File: config.mk
export PLATFORM = sky130hd
export DESIGN_NAME = strength_arbiter
export DESIGN_NICKNAME = d
export VERILOG_FILES = /design/src/rtl/strength_arbiter.sv
export SDC_FILE = /design/constraint.sdc
export NUM_CORES = 1
export LEC_CHECK = 0
export CORE_AREA = 2 2 88 90
export CTS_BUF_LIST = sky130_fd_sc_hd__clkbuf_4 sky130_fd_sc_hd__clkbuf_8
export DETAILED_ROUTE_END_ITERATION = 6
export DIE_AREA = 0 0 90 92
export HOLD_SLACK_MARGIN = 0.02
export PLACE_DENSITY_LB_ADDON = 0.15
export SLEW_MARGIN = 5
export SYNTH_ARGS = -nofsm -noshare
export SYNTH_HDL_FRONTEND = slang
export SYNTH_SLANG_ARGS = --single-unit
File: constraint.sdc
create_clock -name clk -period 11 [get_ports clk]
set_input_delay 3.3 -clock clk [delete_from_list [all_inputs] [get_ports clk]]
set_output_delay 3.3 -clock clk [all_outputs]
set_load 0.1 [all_outputs]
File: src/rtl/strength_arbiter.sv
// Shared-net drive scheduler: grants one requester at a time, strongest first, round-robin on ties.
// Optional preemption by strictly stronger requesters is enabled with `define STRENGTH_ARB_PREEMPT_EN.
module strength_arbiter #(
    parameter int unsigned N_REQ    = 4,
    parameter int unsigned STR_W    = 3,
    parameter int unsigned HOLD_MAX = 15
) (
    input  logic                   clk,
    input  logic                   rst,
    input  logic [N_REQ-1:0]       req,
    input  logic [N_REQ-1:0]       rel,
    input  logic [N_REQ-1:0]       val,
    input  logic [N_REQ*STR_W-1:0] str,
    output logic [N_REQ-1:0]       gnt,
    output logic                   line_o,
    output logic                   line_oe,
    output logic [STR_W-1:0]       line_str,
    output logic                   conflict,
    output logic                   busy
);

    localparam int unsigned IDX_W = (N_REQ > 1) ? $clog2(N_REQ) : 1;
    localparam int unsigned CNT_W = $clog2(HOLD_MAX + 1);

    typedef enum logic {
        IDLE = 1'b0,
        OWN  = 1'b1
    } state_t;

    state_t             state_q, state_d;
    logic [IDX_W-1:0]   owner_q, owner_d;
    logic [IDX_W-1:0]   rr_q, rr_d;
    logic [CNT_W-1:0]   cnt_q, cnt_d;
    logic [N_REQ-1:0]   mask_q, mask_d;

    logic [N_REQ-1:0]   gnt_d;
    logic               line_o_d, line_oe_d, conflict_d, busy_d;
    logic [STR_W-1:0]   line_str_d;

    logic [N_REQ-1:0]   eligible;
    logic [N_REQ-1:0]   stronger;
    logic [STR_W-1:0]   owner_str;
    logic               idle_found, pre_found, owner_gone;
    logic [IDX_W-1:0]   idle_win, pre_win;

    // Strongest candidate; ties resolved by first hit scanning upward from ptr.
    function automatic logic [IDX_W:0] pick(input logic [N_REQ-1:0]       cand,
                                            input logic [N_REQ*STR_W-1:0] strs,
                                            input logic [IDX_W-1:0]       ptr);
        logic [STR_W-1:0] best;
        logic             found;
        logic [IDX_W-1:0] win;
        int unsigned      j;
        best  = '0;
        found = 1'b0;
        win   = '0;
        for (int i = 0; i < N_REQ; i++) begin
            if (cand[i] && (strs[i*STR_W +: STR_W] > best)) begin
                best = strs[i*STR_W +: STR_W];
            end
        end
        for (int k = 0; k < N_REQ; k++) begin
            j = (32'(ptr) + 32'(k)) % N_REQ;
            if (!found && cand[j] && (strs[j*STR_W +: STR_W] == best)) begin
                found = 1'b1;
                win   = IDX_W'(j);
            end
        end
        return {found, win};
    endfunction

    function automatic logic [IDX_W-1:0] rr_next(input logic [IDX_W-1:0] w);
        return (32'(w) == N_REQ - 1) ? '0 : w + IDX_W'(1);
    endfunction

    // Next-state, arbitration and registered-output values.
    always_comb begin
        state_d    = state_q;
        owner_d    = owner_q;
        rr_d       = rr_q;
        cnt_d      = cnt_q;
        mask_d     = mask_q;
        gnt_d      = '0;
        line_o_d   = 1'b0;
        line_oe_d  = 1'b0;
        line_str_d = '0;
        conflict_d = 1'b0;
        busy_d     = 1'b0;

        for (int i = 0; i < N_REQ; i++) begin
            eligible[i] = req[i] && (str[i*STR_W +: STR_W] != '0);
        end
        owner_str  = str[owner_q*STR_W +: STR_W];
        owner_gone = rel[owner_q] || !eligible[owner_q];

`ifdef STRENGTH_ARB_PREEMPT_EN
        for (int i = 0; i < N_REQ; i++) begin
            stronger[i] = eligible[i] && (IDX_W'(i) != owner_q)
                          && (str[i*STR_W +: STR_W] > owner_str);
        end
`else
        stronger = '0;
`endif

        {idle_found, idle_win} = pick(eligible & ~mask_q, str, rr_q);
        {pre_found, pre_win}   = pick(stronger, str, rr_q);

        case (state_q)
            IDLE: begin
                mask_d = '0;
                if (idle_found) begin
                    state_d = OWN;
                    owner_d = idle_win;
                    rr_d    = rr_next(idle_win);
                    cnt_d   = CNT_W'(1);
                end
            end
            OWN: begin
                if (pre_found) begin
                    owner_d = pre_win;
                    rr_d    = rr_next(pre_win);
                    cnt_d   = CNT_W'(1);
                end else if (owner_gone) begin
                    state_d = IDLE;
                    cnt_d   = '0;
                end else if (cnt_q >= CNT_W'(HOLD_MAX)) begin
                    state_d         = IDLE;
                    cnt_d           = '0;
                    mask_d          = '0;
                    mask_d[owner_q] = 1'b1;
                end else begin
                    cnt_d = cnt_q + CNT_W'(1);
                end
            end
            default: state_d = IDLE;
        endcase

        if (state_d == OWN) begin
            gnt_d[owner_d] = 1'b1;
            busy_d         = 1'b1;
            line_oe_d      = 1'b1;
            line_o_d       = val[owner_d];
            line_str_d     = str[owner_d*STR_W +: STR_W];
            for (int i = 0; i < N_REQ; i++) begin
                if ((IDX_W'(i) != owner_d) && eligible[i]
                    && (str[i*STR_W +: STR_W] == line_str_d) && (val[i] != val[owner_d])) begin
                    conflict_d = 1'b1;
                end
            end
        end
    end

    // State and output registers.
    always_ff @(posedge clk or posedge rst) begin
        if (rst) begin
            state_q  <= IDLE;
            owner_q  <= '0;
            rr_q     <= '0;
            cnt_q    <= '0;
            mask_q   <= '0;
            gnt      <= '0;
            line_o   <= 1'b0;
            line_oe  <= 1'b0;
            line_str <= '0;
            conflict <= 1'b0;
            busy     <= 1'b0;
        end else begin
            state_q  <= state_d;
            owner_q  <= owner_d;
            rr_q     <= rr_d;
            cnt_q    <= cnt_d;
            mask_q   <= mask_d;
            gnt      <= gnt_d;
            line_o   <= line_o_d;
            line_oe  <= line_oe_d;
            line_str <= line_str_d;
            conflict <= conflict_d;
            busy     <= busy_d;
        end
    end

endmodule
After elaboration in Yosys (flattened, before gate mapping)
Cells that the tools add are included.
- bits in registers: 23
- output and inout bits: 11
- multiply operators: 5
- shift operators: 5
- add/subtract/negate cells: 6
- bitwise logic cells: 3
- order comparisons: 13
- equal/unequal tests: 22
- reductions and logical operators: 55
- mux-type cells: 77
- operator list (operator ; number):
    $shiftx A12 B5 Y3 ; 5
    $logic_and A1 B1 Y1 ; 36
    $mux W1 ; 32
    $mux W4 ; 8
    $mux W2 ; 14
    $eq A3 B3 Y1 ; 8
    $bmux W1 S2 ; 11
    $mul A2 B2 Y4 const B ; 5
    $lt A2 B3 Y1 const B ; 6
    $pmux W4 S2 ; 2
    $mux W3 ; 5
    $logic_not A3 Y1 ; 4
    $reduce_bool A3 Y1 ; 4
    $gt A3 B3 Y1 ; 3
    $pmux W2 S2 ; 2
    $logic_not A1 Y1 ; 7
    $add A2 B1 Y2 const B ; 3
    $ne A2 B2 Y1 const B ; 3
    $add A2 B2 Y2 const B ; 2
    $add A4 B1 Y4 const B ; 1
    $and A4 B4 Y4 ; 1
    $demux W1 S2 ; 2
    $eq A2 B2 Y1 const B ; 2
    $ge A2 B1 Y1 const B ; 2
    other kinds (13) ; 18

Depth between registers and ports, before layout
Gate-level depths: netlist of run 1.
- depth in word-level cells: 41
- gate-level depth with buffers: 34
- gate-level depth less buffers: 32

Least setup slack after synthesis of run 1
No wires, ideal clock.
- path type: input-to-reg
- start: input str[2]
- end: register conflict
- cell stages on the path: 31
- setup slack: 1649 ps
- required time: 10915 ps
- buffers on the path: 1
- arrival: 9267 ps
- cell sequence: nor3_1 > nor3b_2 > nand2_1 > ha_1 > nor2b_1 > o21a_1 > o211a_1 > o21a_1 > ha_1 > nor2b_1 > o21a_1 > o211ai_2 > o211a_1 > o21bai_1 > ha_1 > and3_1 > a211o_1 > o21a_1 > a22oi_1 > xnor2_1 > and4_4 > or3_1 > a211oi_2 > or2_1 > buf_6 > inv_4 > mux2i_1 > o2bb2ai_1 > a2111oi_2 > nand4_1 > a41oi_2
- cells in the longest elaborated chain, start to end: 41
- elaborated cells on any way between the ends: 115
- those cells by class: 1 x mul; 4 x order compare; 15 x eq/ne; 5 x shift; 44 x mux; 1 x bitwise; 45 x reduce/logical
- ends and longest elaborated chain (element ; RTL line ; RTL):
    start, declared ; 13 ; input logic [N_REQ*STR_W-1:0] str,
    branches (longest 40 deep; another with $gt A3 B1 Y1) ; -- ;
    $mux W1 (*) ; 138 ; if (state_d == OWN) begin
    net conflict_d ; 37 ; logic line_o_d, line_oe_d, conflict_d, busy_d;
    end signal, assigned ; 177 ; conflict <= conflict_d;
    end, declared ; 18 ; output logic conflict,
Mark *: on every way through the listed nets, which the timed path passes. The select of a mux whose other input is x is not followed.
A chain may end at the register's enable or synchronous reset.

Worst setup path after layout of run 1
Ends and elaborated chain as after synthesis.

==> results of run 1 <==
through the flow:
stage / instances / util / instance area [um2] / hold slack, ns
after CTS: 489 / 0.445 / 3310 / 0.515
after floorplan: 372 / - / 2850 / 0.450
final: 489 / 0.447 / 3330 / 0.524
after detailed placement: 485 / 0.435 / 3240 / 0.498
after global routing: 489 / 0.447 / 3330 / 0.558
after global placement: 485 / 0.435 / 3240 / 0.504
worst max-delay path, delay by kind of cell:
family	cells	cell delay [ns]
compound gates	15	3.28
xor+xnor	1	0.22
fa+ha+maj	3	0.74
buf+inv	2	0.75
mux	1	0.36
simple gates	10	1.92
metal layers:
| layer | vias up | share of wire |
|---|---|---|
| met5 | - | 0 |
| met4 | 0 | 0.014 |
| met3 | 11 | 0.047 |
| met2 | 92 | 0.46 |
| met1 | 1325 | 0.48 |
| li1 | 1392 | - |
kinds of logic after synthesis:
| kind of cell | Yosys count | share of synthesized area |
|---|---|---|
| simple gates | 123 | 0.220 |
| fa+ha+maj | 10 | 0.0439 |
| mux | 26 | 0.0947 |
| compound gates | 117 | 0.289 |
| xor+xnor | 27 | 0.0829 |
| flops | 22 | 0.193 |
| buf+inv | 47 | 0.0763 |
worst min-delay path by stage:
stage               from         to  slack [ns]  depth (start not counted)
3_5_place_dp   mask_q[3]  mask_q[3]        0.50                          2
4_1_cts         cnt_q[0]   cnt_q[0]        0.51                          1
5_1_grt        mask_q[3]  mask_q[3]        0.56                          2
6_report        cnt_q[0]   cnt_q[0]        0.52                          1
3_3_place_gp    cnt_q[0]   cnt_q[0]        0.50                          1
2_1_floorplan  mask_q[3]  mask_q[3]        0.45                          2
repair_timing:
item | in CTS | in global routing
setup endpoints to repair | 0 | 1
setup buffers | 0 | 0
gates resized for setup | 0 | 4
endpoints found under the hold margin | 0 | 0
flip-flops by register name, indices dropped and copies added (netlist names):
signal,flops
busy,1
cnt_q,4
conflict,1
gnt,4
line_o,1
line_str,3
mask_q,4
owner_q,2
rr_q,2
layout make-up:
class	count	area (um2)	share of cell area
repair buffers	45	428	0.129
clock inverters	1	30.0	0.00902
inverters	13	53.8	0.0162
flip-flops and latches	22	551	0.165
clock buffers	3	41.3	0.0124
well taps	102	128	0.0383
multi-input cells	303	2100	0.630
placed cells by master, fill, tap and decap left out, types with 2 or more instances in the layout:
cell type	netlist	routed
a211o_1	2	2
a211oi_1	13	13
a21o_1	3	3
a21oi_1	23	23
a22o_1	2	2
a22oi_1	3	2
a311oi_1	2	2
a41oi_2	1	2
and2_1	2	2
and3_1	5	5
and4_1	2	2
buf_4	4	9
clkbuf_8	0	3
clkdlybuf4s50_1	0	36
dfrtp_1	22	22
ha_1	10	10
inv_1	11	11
inv_4	1	2
mux2_2	8	8
mux2i_1	18	18
nand2_1	38	38
nand2b_1	4	4
nand3_1	12	12
nand3b_1	3	3
nand4_1	9	9
nor2_1	24	24
nor2b_1	5	5
nor3_1	9	9
o2111ai_1	3	3
o211a_1	2	2
o211ai_1	3	3
o21a_1	8	8
o21ai_0	28	28
o22ai_1	6	6
o31ai_1	2	2
xnor2_1	19	19
xor2_1	8	8
power by group:
group / internal (mW) / switching (mW)
Sequential: 0.104 / 0.0522
Clock: 0.0486 / 0.0267
Combinational: 0.307 / 0.514
synthesized netlist by cell type, types with 3 or more instances:
master / n
buf_4: 4
nand3_1: 12
a21oi_1: 23
mux2i_1: 18
o2111ai_1: 3
xor2_1: 8
inv_1: 11
and3_1: 5
nand3b_1: 3
buf_1: 4
clkbuf_1: 17
ha_1: 10
mux2_2: 8
dfrtp_1: 22
nor2b_1: 5
a22oi_1: 3
nand2_1: 38
nand2b_1: 4
nand4_1: 9
o22ai_1: 6
o21ai_0: 28
nor3_1: 9
o211ai_1: 3
o21a_1: 8
a21o_1: 3
a211oi_1: 13
xnor2_1: 19
buf_2: 7
nor2_1: 24
==> impl_results.md, run 1 <==
* Slew @ Worst Pin at 1.09 ns
* Endpoints failing setup at 0
* Crit end category: flop
* First-pass GRT wire length at roughly 14000 um
* # nets final at approximately 420
* Synth Flop Type: dfrtp_1
* RePlAce Congestion at between 0.8 and 0.9
* Congestion Overflow GR at 0
* Worst setup startpoint: str[2]
* Vias in the first global route at 2564
* Reg2Reg Launch Point: mask_q[0]
* Chip width at around 90 um
* Async set-reset flop share out of synthesis at 1.00
* Antenna violations before repair at 0
* R2R Path End: conflict
* Syn nets at approximately 410
* Core Rows at 32
* Drt first-iter violations at 142
* RSZ-0062 raised after global routing: no
* Drt total wl at roughly 8200 um
* Synth area leaders: dfrtp_1 (19%), mux2i_1 (6.3%), xnor2_1 (5.8%), nand2_1 (5.0%), o21ai_0 (4.9%)
* Relative slew slack at 0.276
* Cell area after synthesis at around 2900 um2
* Cells after Synth at between 300 and 400
* Leak at about 1.3 nW
* Ys Warns at 0
* Final hold violations at 0
* Core area at 7450 um2
* Via count at ~2800
* Tcrit/Tclk final at 0.954
* Total power per unit cell area at roughly 320 nW/um2
* Final TNS setup at 0 ns
* Post-route minimum period at about 10 ns
* Tightest Hold Check Type: reg -> reg
* Most used routing layer: met2
* Crit Path Max Fanout at 24
* Die area at between 8000 and 9000 um2
* CTS tree: done
* CP required at ~11 ns
* Pin count of the biggest net entering global routing at 38
* Register area share after synthesis at 0.193
* Die Height at 92 um
* Final Skew at 0.00394 ns
* Setup slack, reg-to-reg at about 3.6 ns
* Critical Path AT at roughly 11 ns
* CTS Buffer Depth at 2
* CTS root buffer: clkbuf_8
* Worst Reg-to-Reg Cells at 30
* Clock-pin slew on the worst setup and hold paths at 0.08 ns
* Distinct cells, synth at between 60 and 70
* Clk_lat worst skew at ~0.27 ns
* Hpwl dp at 6050 um
* VDD IR max at 97.5 uV
* Filler cells at between 700 and 800
* GRT Total Usage at 0.199
* Power Total at approximately 1.1 mW
* Port bufs at 36
* Yosys reg bits at 22
* Wirelength per Cell at about 17 um
* Layout cell share with drive strength beyond 1 at 0.103
* Share of the synthesized area in the top cell type at 0.193
* IO Pins at 37
* Total CTS buffers at 3
* Place WS at 0.238 ns
* Area growth from synthesis to layout at 16.7%
* Met2 usage at 0.313
* Worst setup SP type: input pin
* Most frequent CP cell: o21a_1
* Sink Count at 22
* Number of H-tree levels at 1
* Post-route ant nets at 0
* Antenna cells at 0
* Slowest stage cell, crit path: clkdlybuf4s50_1
* Max-Cap Viols at 0
* EDFF count, synth at 0
* Met3 GRT Util at 0.0181
* CP peak stage delay at around 0.47 ns
* Critical Path End: conflict
* Drt pass-1 iters at 5
* Max frequency at 95.3 MHz
* Area leader, netlist: dfrtp_1
* DRC viols at 0
* Vias per cell at roughly 5.8
* Worst Path Class, Setup: in -> reg
* Pins Over Slew Limit at 0
* Worst setup margin at 0.506 ns
* Status: completed
* Starting Density at 0.383
* Syn_area_per_cell at 7.67 um2
* CTS Hold Bufs at 0
* GRT met1 Usage at 0.289
(Power assumes the default switching activity.)
==> run 2, diff against run 1 <==
--- a/config.mk
+++ b/config.mk
@@ -10,7 +10,6 @@
 export DETAILED_ROUTE_END_ITERATION = 6
 export DIE_AREA = 0 0 90 92
 export HOLD_SLACK_MARGIN = 0.02
-export PLACE_DENSITY_LB_ADDON = 0.15
 export SLEW_MARGIN = 5
 export SYNTH_ARGS = -nofsm -noshare
 export SYNTH_HDL_FRONTEND = slang
==> constraint.sdc (replaced) <==
create_clock -name clk -period 8.95 [get_ports clk]
set_input_delay 2.685 -clock clk [delete_from_list [all_inputs] [get_ports clk]]
set_output_delay 2.685 -clock clk [all_outputs]
set_load 0.1 [all_outputs]
==> impl_results.md, run 2 (synthesis results as in run 1) <==
* First-pass GRT wire length at approximately 15000 um
* GRT Total Usage at 0.216
* Slowest stage cell, crit path: a211o_4
* Leak at ~1.8 nW
* Final Skew at between 0.005 and 0.006 ns
* CP peak stage delay at around 0.36 ns
* Final core utilization at 0.565
* Layout cell share with drive strength beyond 1 at 0.326
* Area growth from synthesis to layout at 47.5%
* Hold path startpoint: mask_q[3]
* Core area at about 7400 um2
* Endpoints failing setup at 1
* Dpl cells at roughly 540
* Hpwl dp at around 6600 um
* Clock-pin slew on the worst setup and hold paths at around 0.080 ns
* Worst setup margin at -0.00477 ns
* Number of H-tree levels at 1
* Starting Density at 0.383
* Post-route minimum period at slightly below 9 ns
* Antenna cells at 0
* Slew @ Worst Pin at roughly 1.1 ns
* Clk_lat worst skew at 0.27 ns
* Tightest Hold Check Type: reg -> reg
* Crit end category: flop
* Congestion Overflow GR at 0
* Place WS at -0.696 ns
* Wirelength per Cell at roughly 17 um
* Power Total at 1.73 mW
* Critical Path AT at a little over 9 ns
* Tcrit/Tclk final at 1.00
* Failing checks: negative setup slack
* Final Instance Area at 4210 um2
* Crit Path Max Fanout at 9
* DRC viols at 0
* Status: complete, but fails checks
* Core Rows at 32
* CP required at between 9 and 10 ns
* Worst Path Class, Setup: in -> reg
* Die area at 8280 um2
* Chip width at around 90 um
* Port bufs at 36
* Fin cells at ~570
* Final TNS setup at -0.00477 ns
* RePlAce Congestion at just over 0.9
* Drt total wl at around 9500 um
* Dpl cell area at 3640 um2
* Die Height at between 90 and 100 um
* Filler cells at 710
* Sink Count at 22
* CTS tree: done
* Storage element area at between 500 and 600 um2
* Hold WS at just over 0.5 ns
* Vias per cell at between 5 and 6
* Antenna violations before repair at 0
* Total power per unit cell area at 410 nW/um2
* Pin count of the biggest net entering global routing at 38
* Worst setup startpoint: str[1]
* CTS Buffer Depth at 2
* CTS root buffer: clkbuf_8
* Commonest non-fill, non-tap cells in the layout: buf_4 (79), nand2_1 (35), clkdlybuf4s50_1 (32)
* Reg2Reg Launch Point: mask_q[0]
* Via count at approximately 3200
* Drt first-iter violations at ~230
* Pins Over Slew Limit at 0
* RSZ-0062 raised after global routing: yes
* Area of the multi-input gates at 2340 um2
* Max frequency at approximately 110 MHz
* Post-route ant nets at 0
* Vias in the first global route at a little under 3000
* Drt pass-1 iters at 4
* Total CTS buffers at 3
* VDD IR max at between 200 and 250 uV
* CTS Hold Bufs at 0
* Most common cell after layout, fill and taps aside: buf_4
* IO Pins at 37
* # nets final at ~500
* Final hold violations at 0
* Max-Cap Viols at 0
* Worst setup SP type: input pin
* Relative slew slack at 0.282
* Biggest regs: cnt_q x4, gnt x4, mask_q x4
[run 2: metal layers]
layer | routed length, um | track usage | vias up
met5 | 0 | 0 | -
met4 | 165 | 0.0526 | 0
met3 | 535 | 0.0205 | 15
met2 | 4580 | 0.355 | 116
met1 | 4260 | 0.306 | 1490
li1 | - | - | 1561
[run 2: cell type report]
type,count,share of cell area
Sequential cell,22,0.131
Timing Repair Buffer,124,0.255
Clock buffer,4,0.0131
Inverter,13,0.0152
Tap cell,102,0.0303
Multi-Input combinational cell,303,0.555
[run 2: where the power goes]
part / switching, mW / internal (mW) / leakage, nW
Sequential: 0.0659 / 0.128 / 0.292
Clock: 0.0334 / 0.0393 / 0.0288
Combinational: 0.759 / 0.701 / 1.48
Total: 0.858 / 0.868 / 1.80
[run 2: repair_timing]
item | in CTS | in global routing
setup buffers | 12 | 18
resized for setup | 18 | 62
endpoints found under the setup margin | 4 | 4
gates cloned | 0 | 0
endpoints found under the hold margin | 0 | 0
pin swaps | 15 | 35
[run 2: worst paths after layout]
path	end	slack [ns]	cells after the start
max in group asynchronous	conflict	5.55	2
max	conflict	-0.005	34
max reg2reg	conflict	2.15	34
min in group asynchronous	mask_q[0]	2.88	2
min	mask_q[3]	0.51	2
min reg2reg	mask_q[3]	0.51	2
[run 2: critical path, delay by kind of cell]
| family | cells | cell delay (ns) |
|---|---|---|
| AOI/OAI and AO/OA | 16 | 3.26 |
| and+or+nand+nor | 8 | 1.45 |
| adders and majority gates | 3 | 0.77 |
| buffers and inverters | 5 | 0.60 |
| xor gates and xnor gates | 1 | 0.21 |
| muxes | 1 | 0.15 |
